## src/rtl/stopwatch_core.sv

```systemverilog
// stopwatch_core: 0.1 s prescaler plus BCD stopwatch (M:SS.T, 0:00.0 to 9:59.9)
// feeding the 4-digit display multiplexer. Raw buttons are synchronised and
// edge-detected here.
//
// Optional feature: define LAP_EN to build the lap-hold display register.
// Without it btn_lap is ignored, lap_active is tied low and d0..d3 always
// show the live count.
//
// Handshake note: there is no valid/ready pair. Each button yields a one-clk
// press pulse that is consumed on the edge it is high; outputs are plain
// registered levels, and rollover is a one-clk pulse.
//
// DIV = CLK_HZ / TICK_HZ is expected to be an integer >= 2.

// Two-flop synchroniser, edge-detect flop and a registered one-clk press pulse.
// A button first sampled high at edge k produces a pulse high between edges
// k+2 and k+3, so the command takes effect at edge k+3.
module stopwatch_btn_sync (
    input  logic clk,
    input  logic rst_n,
    input  logic btn_i,
    output logic press_o
);
    logic sync1_q;
    logic sync2_q;
    logic prev_q;
    logic press_q;

    // Synchronise, remember the previous level and register the rising edge.
    always_ff @(posedge clk or negedge rst_n) begin
        if (!rst_n) begin
            sync1_q <= 1'b0;
            sync2_q <= 1'b0;
            prev_q  <= 1'b0;
            press_q <= 1'b0;
        end else begin
            sync1_q <= btn_i;
            sync2_q <= sync1_q;
            prev_q  <= sync2_q;
            press_q <= sync2_q & ~prev_q;
        end
    end

    assign press_o = press_q;
endmodule

module stopwatch_core #(
    parameter int CLK_HZ  = 100000000,
    parameter int TICK_HZ = 10
) (
    input  logic       clk,
    input  logic       reset,
    input  logic       btn_start,
    input  logic       btn_clear,
    input  logic       btn_lap,
    output logic [3:0] d0,
    output logic [3:0] d1,
    output logic [3:0] d2,
    output logic [3:0] d3,
    output logic       running,
    output logic       rollover,
    output logic       lap_active
);
    localparam int DIV = CLK_HZ / TICK_HZ;
    localparam int PW  = (DIV > 1) ? $clog2(DIV) : 1;
    localparam logic [PW-1:0] PRESC_MAX = PW'(DIV - 1);

    typedef enum logic [1:0] {
        ST_IDLE  = 2'd0,
        ST_RUN   = 2'd1,
        ST_PAUSE = 2'd2
    } state_e;

    state_e          state_q, state_d;
    logic [PW-1:0]   presc_q, presc_d;
    // live_q[0] tenths, [1] seconds ones, [2] seconds tens, [3] minutes
    logic [3:0][3:0] live_q, live_d;
    logic            roll_q, roll_d;
    logic            tick;
    logic            start_p;
    logic            clear_p;
    logic [3:0][3:0] disp;

    stopwatch_btn_sync u_sync_start (
        .clk     (clk),
        .rst_n   (reset),
        .btn_i   (btn_start),
        .press_o (start_p)
    );

    stopwatch_btn_sync u_sync_clear (
        .clk     (clk),
        .rst_n   (reset),
        .btn_i   (btn_clear),
        .press_o (clear_p)
    );

    // Next-state logic: clear always wins over start in the same cycle.
    always_comb begin
        state_d = state_q;
        case (state_q)
            ST_IDLE:  if (!clear_p && start_p) state_d = ST_RUN;
            ST_RUN:   if (!clear_p && start_p) state_d = ST_PAUSE;
            ST_PAUSE: begin
                if (clear_p)      state_d = ST_IDLE;
                else if (start_p) state_d = ST_RUN;
            end
            default:  state_d = ST_IDLE;
        endcase
    end

    // Prescaler and BCD chain. Counting is gated on the current state being
    // RUN, so the edge that leaves RUN for PAUSE still advances the prescaler
    // and every tick period is exactly DIV clocks spent in RUN.
    always_comb begin
        presc_d = presc_q;
        live_d  = live_q;
        roll_d  = 1'b0;
        tick    = 1'b0;
        if (clear_p || state_q == ST_IDLE) begin
            presc_d = '0;
            live_d  = '0;
        end else if (state_q == ST_RUN) begin
            if (presc_q == PRESC_MAX) begin
                presc_d = '0;
                tick    = 1'b1;
            end else begin
                presc_d = presc_q + 1'b1;
            end
            if (tick) begin
                if (live_q[0] == 4'd9) begin
                    live_d[0] = 4'd0;
                    if (live_q[1] == 4'd9) begin
                        live_d[1] = 4'd0;
                        if (live_q[2] == 4'd5) begin
                            live_d[2] = 4'd0;
                            if (live_q[3] == 4'd9) begin
                                live_d[3] = 4'd0;
                                roll_d    = 1'b1;
                            end else begin
                                live_d[3] = live_q[3] + 4'd1;
                            end
                        end else begin
                            live_d[2] = live_q[2] + 4'd1;
                        end
                    end else begin
                        live_d[1] = live_q[1] + 4'd1;
                    end
                end else begin
                    live_d[0] = live_q[0] + 4'd1;
                end
            end
        end
    end

    // State, prescaler, live digits and rollover pulse registers.
    always_ff @(posedge clk or negedge reset) begin
        if (!reset) begin
            state_q <= ST_IDLE;
            presc_q <= '0;
            live_q  <= '0;
            roll_q  <= 1'b0;
        end else begin
            state_q <= state_d;
            presc_q <= presc_d;
            live_q  <= live_d;
            roll_q  <= roll_d;
        end
    end

`ifdef LAP_EN
    logic            lap_p;
    logic            lap_q, lap_d;
    logic [3:0][3:0] hold_q, hold_d;

    stopwatch_btn_sync u_sync_lap (
        .clk     (clk),
        .rst_n   (reset),
        .btn_i   (btn_lap),
        .press_o (lap_p)
    );

    // Lap hold: first press in RUN freezes the display, any later press
    // releases it; clear drops the hold and zeros the held digits.
    always_comb begin
        lap_d  = lap_q;
        hold_d = hold_q;
        if (clear_p) begin
            lap_d  = 1'b0;
            hold_d = '0;
        end else if (lap_p) begin
            if (lap_q) begin
                lap_d = 1'b0;
            end else if (state_q == ST_RUN) begin
                lap_d  = 1'b1;
                hold_d = live_q;
            end
        end
    end

    // Lap flag and hold register.
    always_ff @(posedge clk or negedge reset) begin
        if (!reset) begin
            lap_q  <= 1'b0;
            hold_q <= '0;
        end else begin
            lap_q  <= lap_d;
            hold_q <= hold_d;
        end
    end

    assign disp       = lap_q ? hold_q : live_q;
    assign lap_active = lap_q;
`else
    logic unused_btn_lap;
    assign unused_btn_lap = btn_lap;
    assign disp           = live_q;
    assign lap_active     = 1'b0;
`endif

    assign d0       = disp[0];
    assign d1       = disp[1];
    assign d2       = disp[2];
    assign d3       = disp[3];
    assign running  = (state_q == ST_RUN);
    assign rollover = roll_q;
endmodule
```

## config.mk

```make
export PLATFORM = sky130hd
export DESIGN_NAME = stopwatch_core
export DESIGN_NICKNAME = d
export VERILOG_FILES = /design/src/rtl/stopwatch_core.sv
export SDC_FILE = /design/constraint.sdc
export NUM_CORES = 1
export LEC_CHECK = 0
export BUFFER_PORTS_ARGS = -buffer_cell sky130_fd_sc_hd__buf_2
export CAP_MARGIN = 15
export CORE_MARGIN = 2
export CORE_UTILIZATION = 55
export CTS_BUF_LIST = sky130_fd_sc_hd__clkbuf_4
export DETAILED_ROUTE_END_ITERATION = 10
export GPL_TIMING_DRIVEN = 0
export PLACE_DENSITY = 0.82
export REMOVE_ABC_BUFFERS = 1
export SLEW_MARGIN = 20
export SYNTH_ARGS = -nofsm -noshare
export SYNTH_HDL_FRONTEND = slang
export SYNTH_SLANG_ARGS = --single-unit
```

## constraint.sdc

```tcl
create_clock -name clk -period 5.5 [get_ports clk]
set_input_delay 0 -clock clk [delete_from_list [all_inputs] [get_ports clk]]
set_output_delay 0 -clock clk [all_outputs]
set_load 0.02 [all_outputs]
```

==> results of run 1 <==
## repair_timing
item / 4_1_cts / 5_1_grt
endpoints found under the hold margin: 53 / 0
hold buffers: 3 / 0
endpoints found under the setup margin: 0 / 0
## registers in the layout, indices dropped and copies added, names as in the netlist
name	cells
u_sync_clear.sync2_q	1
state_q	2
u_sync_clear.sync1_q	1
d1	4
u_sync_start.sync2_q	1
u_sync_clear.prev_q	1
u_sync_start.press_o	1
rollover	1
u_sync_start.prev_q	1
presc_q	24
u_sync_clear.press_o	1
u_sync_start.sync1_q	1
d0	4
d3	4
d2	4
## area by class of cell
type                            instances  area [µm²]
Fill cell                             395        1785
Multi-Input combinational cell        197        1321
Sequential cell                        51        1276
Timing Repair Buffer                   25       155.1
Tap cell                               54       67.56
Clock buffer                            5       37.54
Inverter                                9       33.78
Clock inverter                          3       15.01
## stage by stage
step / power, µW / setup slack [ps] / util [%] / cell area (µm²)
2_1_floorplan: 486.1 / 2947 / - / 2619
3_3_place_gp: 524.4 / 2392 / 59.49 / 2791
3_5_place_dp: 534.3 / 2841 / 60.19 / 2824
4_1_cts: 699.2 / 2824 / 61.95 / 2907
5_1_grt: 731.6 / 2614 / 61.95 / 2907
6_report: 695.1 / 2841 / 61.95 / 2907
## cell usage after synthesis (all sizes together), types with 4 or more instances
master | n | area, µm²
xor2 | 16 | 140.1
and3 | 10 | 62.56
dfrtp | 51 | 1276
xnor2 | 4 | 35.03
inv | 9 | 33.78
a31oi | 4 | 25.02
ha | 9 | 112.6
nand2b | 5 | 31.28
a21oi | 6 | 30.03
o41ai | 4 | 35.03
nor3 | 5 | 30.03
nor2 | 36 | 135.1
clkbuf | 8 | 30.03
nand4 | 15 | 93.84
buf | 4 | 22.52
nand2 | 13 | 51.30
or4 | 5 | 37.54
nor2b | 5 | 31.28
o21ai | 10 | 50.04
nand3 | 14 | 82.58
## worst min-delay path by stage
| stage | start | to | slack (ps) | cells past startpoint |
|---|---|---|---|---|
| 2_1_floorplan | reset | d0[0] | -300 | 0 |
| 3_3_place_gp | btn_clear | u_sync_clear.sync1_q | 110 | 1 |
| 3_5_place_dp | reset | presc_q[7] | 0.3 | 1 |
| 4_1_cts | reset | presc_q[3] | 120 | 2 |
| 5_1_grt | reset | presc_q[22] | 140 | 2 |
| 6_report | reset | presc_q[6] | 100 | 2 |
## power by group
group          switching [µW]  internal (µW)  leakage [µW]
combinational            90.8           35.9      0.000570
sequential               16.2            386      0.000694
clock                     119           47.9     0.0000347
total                     225            470       0.00130
## logic make-up after synthesis
group,synth area share [%]
xor+xnor,6.557
mux,1.546
simple gates,25.76
compound gates,10.77
other cells,0.1404
flops,47.78
fa+ha+maj,4.216
buf+inv,3.232
## worst max-delay path: stages, from the launching register on
cell and delay [ps]:
dfrtp_1 440, ha_1 220, nand2_1 150, or4_1 650, o31ai_4 780, a21bo_2 240, o41ai_1 60
## layer usage
layer | GRT usage (%) | vias up | part of all wire (%)
li1 | - | 1003 | -
met1 | 28.70 | 1001 | 46
met2 | 37.20 | 40 | 49
met3 | 4.115 | 5 | 3.4
met4 | 6.263 | 0 | 1.2
met5 | 0 | - | 0
==> run summary, run 1 <==
outcome - finished clean
Worst EP arrival - 2910 ps
final wirelength - 5370 µm
vias per inst - 5.956
critical path class - flip-flop to flip-flop
WP data required - 5750 ps
DRT Pass-1 Iters - 5
Power Dens Cells - 239.1 nW/µm²
clock sink total - 51
antenna cell count - 0
RR Endpoint - d0[3]
Fin. Hold Viols - 0
Starting Density - 56.93%
Setup Fix Bufs, Post-CTS - 0
placer congestion estimate - 0.9125
Num CTS Buffers - 5
synthesized instance count - 269
via count - 2049
final worst-path cycle share - 48.34%
register area share after synthesis - 47.78%
layout cells sized above 1 - 14.14%
Unique masters post-synth - 52
syn avg cell area - 9.931 µm²
#FFs+latches synth - 51
placed insts - 333
Global Route Usage Sum - 21.98%
Core Area - 4692 µm²
cell leakage power - 0.001298 µW
Warnings, synthesis - 0
Post-synth EDFFs - 0
initial DRC count - 92
maxcap violations - 0
most common cell after layout, fill and taps aside - dfrtp_1
nets@finish - 303
final setup vio count - 0
Max Freq - 376.1 MHz
drc violations - 0
maximum VDD drop - 0.0001949 V
Crit Path Max Fanout - 21
post-layout min period - 2659 ps
hpwl dp - 3692 µm
Reg2Reg Launch Point - presc_q[0]
hold_ws - 102.6 ps
Critical Path Source - presc_q[0]
clk_skew - 6.463 ps
die extent in y - 73.69 µm
DIE WIDTH - 73.69 µm
most frequent cells in the layout - dfrtp_1 (51), nor2_1 (36), buf_2 (21)
area of the die - 5430 µm²
Worst setup SP type - flip-flop
Ports - 24
antenna violations before repair - 0
IO buf count - 21
Worst-path clk slew - 140 ps
area delta synth->final - 8.806%
clock latency on the worst-skew pair - 370 ps
Post-Syn Area - 2671 µm²
CTS tree - built
vias in the first global route - 2004
Max Buffers Root-to-Sink - 2
row count - 25
CP Capture Point - d0[3]
worst rel slew slack - 42.86%
aggregate global routing overflow - 0
ys async rst share - 100.0%
Routed Antenna Nets - 0
WL per Instance - 15.61 µm
most common flop cell mapped by yosys - dfrtp_1
Post-CTS Resized - 0
largest net degree at the start of global routing - 31
HP Class - primary input to asynchronous set/reset pin
Worst R2R Path Depth - 6
H-tree depth - 2
Slew @ Worst Pin - 850.0 ps
final slew viol count - 0
clk root buf - clkbuf_4
final std cells w/o fill - 344
CP endpoint kind - flip-flop
RSZ-0062 raised after global routing - no
R2R setup slack - 2840 ps
setup TNS - 0 ps
first-pass GRT wire length - 9356 µm
(Power assumes the default switching activity.)
==> run 2: changes to the inputs <==
ABC_AREA = 1   (was unset)
PLACE_DENSITY = 0.84   (was 0.82)
clock period = 2.2 ns   (was 5.5 ns; I/O delays follow)
==> run 2 against run 1 <==
Compared with the run above: area after synthesis increased by 8.2%; critical path depth grew 1; total power rose to 3.7 times the previous value; register-to-register slack got worse by 2600 ps; count of clock-buffer cells in the layout rose by 1; highest routed layer unchanged; largest power group unchanged; via count up 22%; clock power increased to 3.2 times the previous value; critical path type unchanged.
==> run summary, run 2 <==
outcome - finished clean (unchanged)
DRT Pass-1 Iters - 4 (was 5)
maximum VDD drop - 0.0006027 V (was 0.0001949 V)
Post-Syn Area - 2892 µm² (was 2671 µm²)
Worst R2R Path Depth - 7 (was 6)
Ports - 24 (unchanged)
area delta synth->final - 9.217% (was 8.806%)
WL per Instance - 12.21 µm (was 15.61 µm)
clock latency on the worst-skew pair - 360 ps (was 370 ps)
Routed Antenna Nets - 0 (unchanged)
maxcap violations - 0 (unchanged)
DIE WIDTH - 76.51 µm (was 73.69 µm)
via count - 2502 (was 2049)
H-tree depth - 2 (unchanged)
Worst EP arrival - 2250 ps (was 2910 ps)
HP Class - primary input to asynchronous set/reset pin (unchanged)
final wirelength - 5826 µm (was 5370 µm)
first-pass GRT wire length - 10220 µm (was 9356 µm)
aggregate global routing overflow - 0 (unchanged)
Setup Fix Bufs, Post-CTS - 0 (unchanged)
most frequent cell after synthesis - nand2_1 (was dfrtp_1)
Levels on crit path - 7 (was 6)
worst rel slew slack - 56.74% (was 42.86%)
Crit path largest cell delay - 540 ps (was 780 ps)
most common cell after layout, fill and taps aside - nand2_1 (was dfrtp_1)
final setup vio count - 0 (unchanged)
Final Util - 62.23% (was 61.95%)
Worst setup SP type - flip-flop (unchanged)
most common flop cell mapped by yosys - dfrtp_1 (unchanged)
WP data required - 2510 ps (was 5750 ps)
Post-synth EDFFs - 0 (unchanged)
ys async rst share - 100.0% (unchanged)
initial DRC count - 174 (was 92)
syn avg cell area - 7.609 µm² (was 9.931 µm²)
synthesized instance count - 380 (was 269)
Power Dens Cells - 815.0 nW/µm² (was 239.1 nW/µm²)
IO buf count - 21 (unchanged)
clk root buf - clkbuf_4 (unchanged)
Num CTS Buffers - 5 (unchanged)
synth top area cells - dfrtp_1 (44%), nand2_1 (12%), nor2_1 (8.4%) (was dfrtp_1 (48%), xor2_1 (5.2%), nor2_1 (5.1%))
Slew @ Worst Pin - 648.9 ps (was 850.0 ps)
nets@finish - 421 (was 303)
Buf+Inv Stages, Crit Path - 0 (unchanged)
row count - 26 (was 25)
Max Freq - 516.5 MHz (was 376.1 MHz)
cell leakage power - 0.001543 µW (was 0.001298 µW)
Max Buffers Root-to-Sink - 2 (unchanged)
drc violations - 0 (unchanged)
CP Cell Sequence - ha_1 -> nand3_1 -> nor2_1 -> nand3_2 -> o21bai_2 -> nand4_1 -> nand2_1 (was ha_1 -> nand2_1 -> or4_1 -> o31ai_4 -> a21bo_2 -> o41ai_1)
CP max stage cell - o21bai_2 (was o31ai_4)
placer congestion estimate - 0.9054 (was 0.9125)
post-layout min period - 1936 ps (was 2659 ps)
layout cells sized above 1 - 12.78% (was 14.14%)
kind of cell adding the most delay to the critical path - simple AND/OR/NAND/NOR gates (was compound AO/OA/AOI/OAI gates)
Starting Density - 56.98% (was 56.93%)
antenna cell count - 0 (unchanged)
Unique masters post-synth - 29 (was 52)
critical path class - flip-flop to flip-flop (unchanged)
Warnings, synthesis - 0 (unchanged)
Post-CTS Resized - 0 (unchanged)
largest net degree at the start of global routing - 52 (was 31)
Top reg by flops - presc_q (unchanged)
setup TNS - 0 ps (unchanged)
max reg flops - 24 (unchanged)
RSZ-0062 raised after global routing - no (unchanged)
Power Total - 2574 µW (was 695.1 µW)
vias per inst - 5.245 (was 5.956)
clk_skew - 13.99 ps (was 6.463 ps)
Global Route Usage Sum - 21.21% (was 21.98%)
register area share after synthesis - 44.14% (was 47.78%)
die extent in y - 76.51 µm (was 73.69 µm)
clock sink total - 51 (unchanged)
CP endpoint kind - flip-flop (unchanged)
CTS tree - built (unchanged)
vias in the first global route - 2354 (was 2004)
Crit Path Max Fanout - 12 (was 21)
most frequent cells after synthesis - nand2_1 (94), nor2_1 (65), dfrtp_1 (51) (was dfrtp_1 (51), nor2_1 (36), xor2_1 (16))
hpwl dp - 4125 µm (was 3692 µm)
share of the synthesized area in the top cell type - 44.14% (was 47.78%)
Worst-path clk slew - 150 ps (was 140 ps)
antenna violations before repair - 0 (unchanged)
dominant cell type by area after synthesis - dfrtp_1 (unchanged)
final worst-path cycle share - 88.00% (was 48.34%)
Core Area - 5075 µm² (was 4692 µm²)
Fin. Hold Viols - 0 (unchanged)
most frequent cells in the layout - nand2_1 (94), nor2_1 (65), dfrtp_1 (51) (was dfrtp_1 (51), nor2_1 (36), buf_2 (21))
final slew viol count - 0 (unchanged)
#FFs+latches synth - 51 (unchanged)
area of the die - 5853 µm² (was 5430 µm²)
[run 2: power by group]
| group | total (µW) | switching (µW) | internal (µW) | leakage (µW) |
|---|---|---|---|---|
| Clock | 531 | 284 | 247 | 0.0000417 |
| Combinational | 879 | 625 | 254 | 0.000813 |
| Sequential | 1160 | 125 | 1040 | 0.000688 |
[run 2: area by class of cell]
| type | instances | area (µm²) |
|---|---|---|
| sequential | 51 | 1276 |
| timing repair buffer | 24 | 137.6 |
| inverter | 48 | 180.2 |
| clock buffer | 6 | 45.04 |
| fill | 465 | 1917 |
| multi-input combinational | 277 | 1401 |
| clock inverter | 1 | 30.03 |
| tap | 70 | 87.58 |
[run 2: cell families (layout without fill, tap and decap cells)]
logic type,count (synthesis),in the layout,share of synthesized area (%)
AND/OR/NAND/NOR,230,230,35.96
buffers and inverters,53,79,7.789
flip-flops,51,51,44.14
AO/OA/AOI/OAI,26,27,5.063
XOR/XNOR,10,10,3.029
adder cells (fa/ha/maj),9,9,3.894
other,1,1,0.1297
[run 2: per-stage QoR]
step / hold WS (ps) / setup slack (ps) / area, µm² / std cells
after floorplan: -295.6 / 554.2 / 2846 / 375
after global placement: 107.6 / 262.2 / 3039 / 466
after detailed placement: 70.86 / 182.3 / 3042 / 466
after CTS: 199.7 / 146.6 / 3147 / 476
after global routing: 224.7 / 38.14 / 3158 / 477
final: 178.1 / 263.9 / 3158 / 477
[run 2: repair_timing]
action	in CTS	in global routing
endpoints found under the setup margin	0	8
hold endpoints to repair	53	0
hold buffers	3	0
[run 2: path summary, 6_finish.rpt]
check	from	end	slack, ps
min reg2reg	u_sync_start.sync1_q	u_sync_start.sync2_q	360
max reg2reg	presc_q[0]	d3[2]	260
max	presc_q[0]	d3[2]	260
min in group clk	btn_start	u_sync_start.sync1_q	280
min	reset	presc_q[14]	180
max in group asynchronous	reset	u_sync_start.prev_q	1570
[run 2: worst reg2reg max path, cell delays in order, from the launching register on]
cell	delay [ps]
dfrtp_1	420
ha_1	200
nand3_1	120
nor2_1	150
nand3_2	180
o21bai_2	540
nand4_1	190
nand2_1	100
[run 2: per-layer routing]
metal	vias up	track usage, %	wire length [µm]
li1	1256	-	-
met1	1181	26.32	2627
met2	59	37.88	2884
met3	6	4.384	265
met4	0	5.091	48
met5	-	0	0
==> run 3: changes to the inputs <==
RECOVER_POWER = 50   (was unset)
==> run 3 against run 2 <==
Compared with the run above: sequential power is essentially flat; die area is the same; critical path type unchanged; total power is essentially flat; non-clock buffer count is the same; final area shrank 0.12%; register-to-register slack is essentially flat; hold slack gained 100 ps; sequential cell count is the same; critical endpoint unchanged.
==> run summary, run 3 (same netlist as run 2, synthesis figures left out) <==
clock latency on the worst-skew pair - 360 ps (about the same)
Starting Density - 56.98% (unchanged)
hold path start - btn_start
die extent in y - 76.51 µm (unchanged)
outcome - finished clean (unchanged)
Ports - 24 (unchanged)
setup TNS - 0 ps (unchanged)
WL per Instance - 12.18 µm (was 12.21 µm)
kind of cell adding the most delay to the critical path - simple AND/OR/NAND/NOR gates (unchanged)
Final Util - 62.15% (was 62.23%)
maximum VDD drop - 0.0006016 V (was 0.0006027 V)
DIE WIDTH - 76.51 µm (unchanged)
placer congestion estimate - 0.9054 (unchanged)
CP Cell Sequence - ha_1 -> nand3_1 -> nor2_1 -> nand3_2 -> o21bai_2 -> nand4_1 -> nand2_1 (unchanged)
Levels on crit path - 7 (unchanged)
max reg flops - 24 (unchanged)
Max Buffers Root-to-Sink - 2 (unchanged)
Reg2Reg Launch Point - presc_q[0] (unchanged)
DRT Pass-1 Iters - 4 (unchanged)
WL met3 - 249 µm (was 265 µm)
Post-CTS Resized - 0 (unchanged)
R2R setup slack - 270 ps (was 260 ps)
Worst R2R Path Depth - 7 (unchanged)
layout cells sized above 1 - 12.53% (was 12.78%)
cell leakage power - 0.001538 µW (was 0.001543 µW)
critical path class - flip-flop to flip-flop (unchanged)
Routed Antenna Nets - 0 (unchanged)
RR Endpoint - d3[2] (unchanged)
antenna cell count - 0 (unchanged)
area delta synth->final - 9.087% (was 9.217%)
vias in the first global route - 2354 (unchanged)
Crit Path Max Fanout - 12 (unchanged)
clk root buf - clkbuf_4 (unchanged)
Max Freq - 519.2 MHz (was 516.5 MHz)
final setup vio count - 0 (unchanged)
clk_skew - 12.27 ps (was 13.99 ps)
Top reg by flops - presc_q (unchanged)
Buf+Inv Stages, Crit Path - 0 (unchanged)
via count - 2484 (was 2502)
CP max stage cell - o21bai_2 (unchanged)
most common cell after layout, fill and taps aside - nand2_1 (unchanged)
M1 wire length - 2625 µm (was 2627 µm)
worst rel slew slack - 16.01% (was 56.74%)
DR top layer - met4 (unchanged)
Fin. Hold Viols - 0 (unchanged)
CTS tree - built (unchanged)
RSZ-0062 raised after global routing - no (unchanged)
Core Area - 5075 µm² (unchanged)
clock sink total - 51 (unchanged)
CP endpoint kind - flip-flop (unchanged)
CP Capture Point - d3[2] (unchanged)
row count - 26 (unchanged)
hpwl dp - 4125 µm (unchanged)
final worst-path cycle share - 87.55% (was 88.00%)
post-layout min period - 1926 ps (was 1936 ps)
vias per inst - 5.208 (was 5.245)
Num CTS Buffers - 5 (unchanged)
antenna violations before repair - 0 (unchanged)
Crit path largest cell delay - 530 ps (was 540 ps)
Power Dens Cells - 815.1 nW/µm² (was 815.0 nW/µm²)
nets@finish - 421 (unchanged)
Setup Fix Bufs, Post-CTS - 0 (unchanged)
HP Class - primary input to flip-flop (was primary input to asynchronous set/reset pin)
H-tree depth - 2 (unchanged)
Critical Path Source - presc_q[0] (unchanged)
final slew viol count - 0 (unchanged)
Global Route Usage Sum - 21.21% (unchanged)
largest net degree at the start of global routing - 52 (unchanged)
drc violations - 0 (unchanged)
aggregate global routing overflow - 0 (unchanged)
final wirelength - 5811 µm (was 5826 µm)
Worst setup SP type - flip-flop (unchanged)
Worst EP arrival - 2240 ps (was 2250 ps)
Met2 Routed Length - 2887 µm (was 2884 µm)
first-pass GRT wire length - 10220 µm (unchanged)
Worst-path clk slew - 140 ps (was 150 ps)
most frequent cells in the layout - nand2_1 (94), nor2_1 (65), dfrtp_1 (51) (unchanged)
WP data required - 2510 ps (about the same)
Slew @ Worst Pin - 1260 ps (was 648.9 ps)
area of the die - 5853 µm² (unchanged)
initial DRC count - 174 (unchanged)
maxcap violations - 0 (unchanged)
IO buf count - 21 (unchanged)
## run 3: per-layer routing
layer  track usage (%)  up-vias
met5                 0        -
met4             5.091        0
met3             4.384        6
met2             37.88       50
met1             26.32     1172
li1                  -     1256
## run 3: worst min path at each step
stage          cells past startpoint  slack [ps]                   end
2_1_floorplan                      0        -300                 d0[0]
3_3_place_gp                       1         110  u_sync_start.sync1_q
3_5_place_dp                       1          70           presc_q[14]
4_1_cts                            2         200           presc_q[14]
5_1_grt                            2         250  u_sync_clear.sync1_q
6_report                           2         280  u_sync_start.sync1_q
## run 3: repair_timing
action	CTS	global route
hold buffers	3	0
endpoints found under the setup margin	0	8
hold endpoints to repair	53	0
## run 3: per-stage QoR
stage	cell area [µm²]	power (µW)	cells	worst slack, ps	hold slack, ps
after floorplan	2846	1777	375	554.2	-295.6
after global placement	3039	2008	466	262.2	107.6
after detailed placement	3042	2040	466	182.3	70.86
after CTS	3147	2574	476	146.6	199.7
after global routing	3154	2758	477	38.14	250.3
final	3154	2571	477	273.9	278.9
## run 3: report_power, final
| part | switching [µW] | internal (µW) |
|---|---|---|
| sequential | 125 | 1040 |
| combinational | 624 | 253 |
| clock | 284 | 247 |
| total | 1030 | 1540 |
## run 3: area by class of cell
cell class                 count  area [µm²]
clock buffer                   6       45.04
inverter                      48       180.2
tap                           70       87.58
clock inverter                 1       30.03
fill                         466        1921
timing repair buffer          24       133.9
sequential                    51        1276
multi-input combinational    277        1401
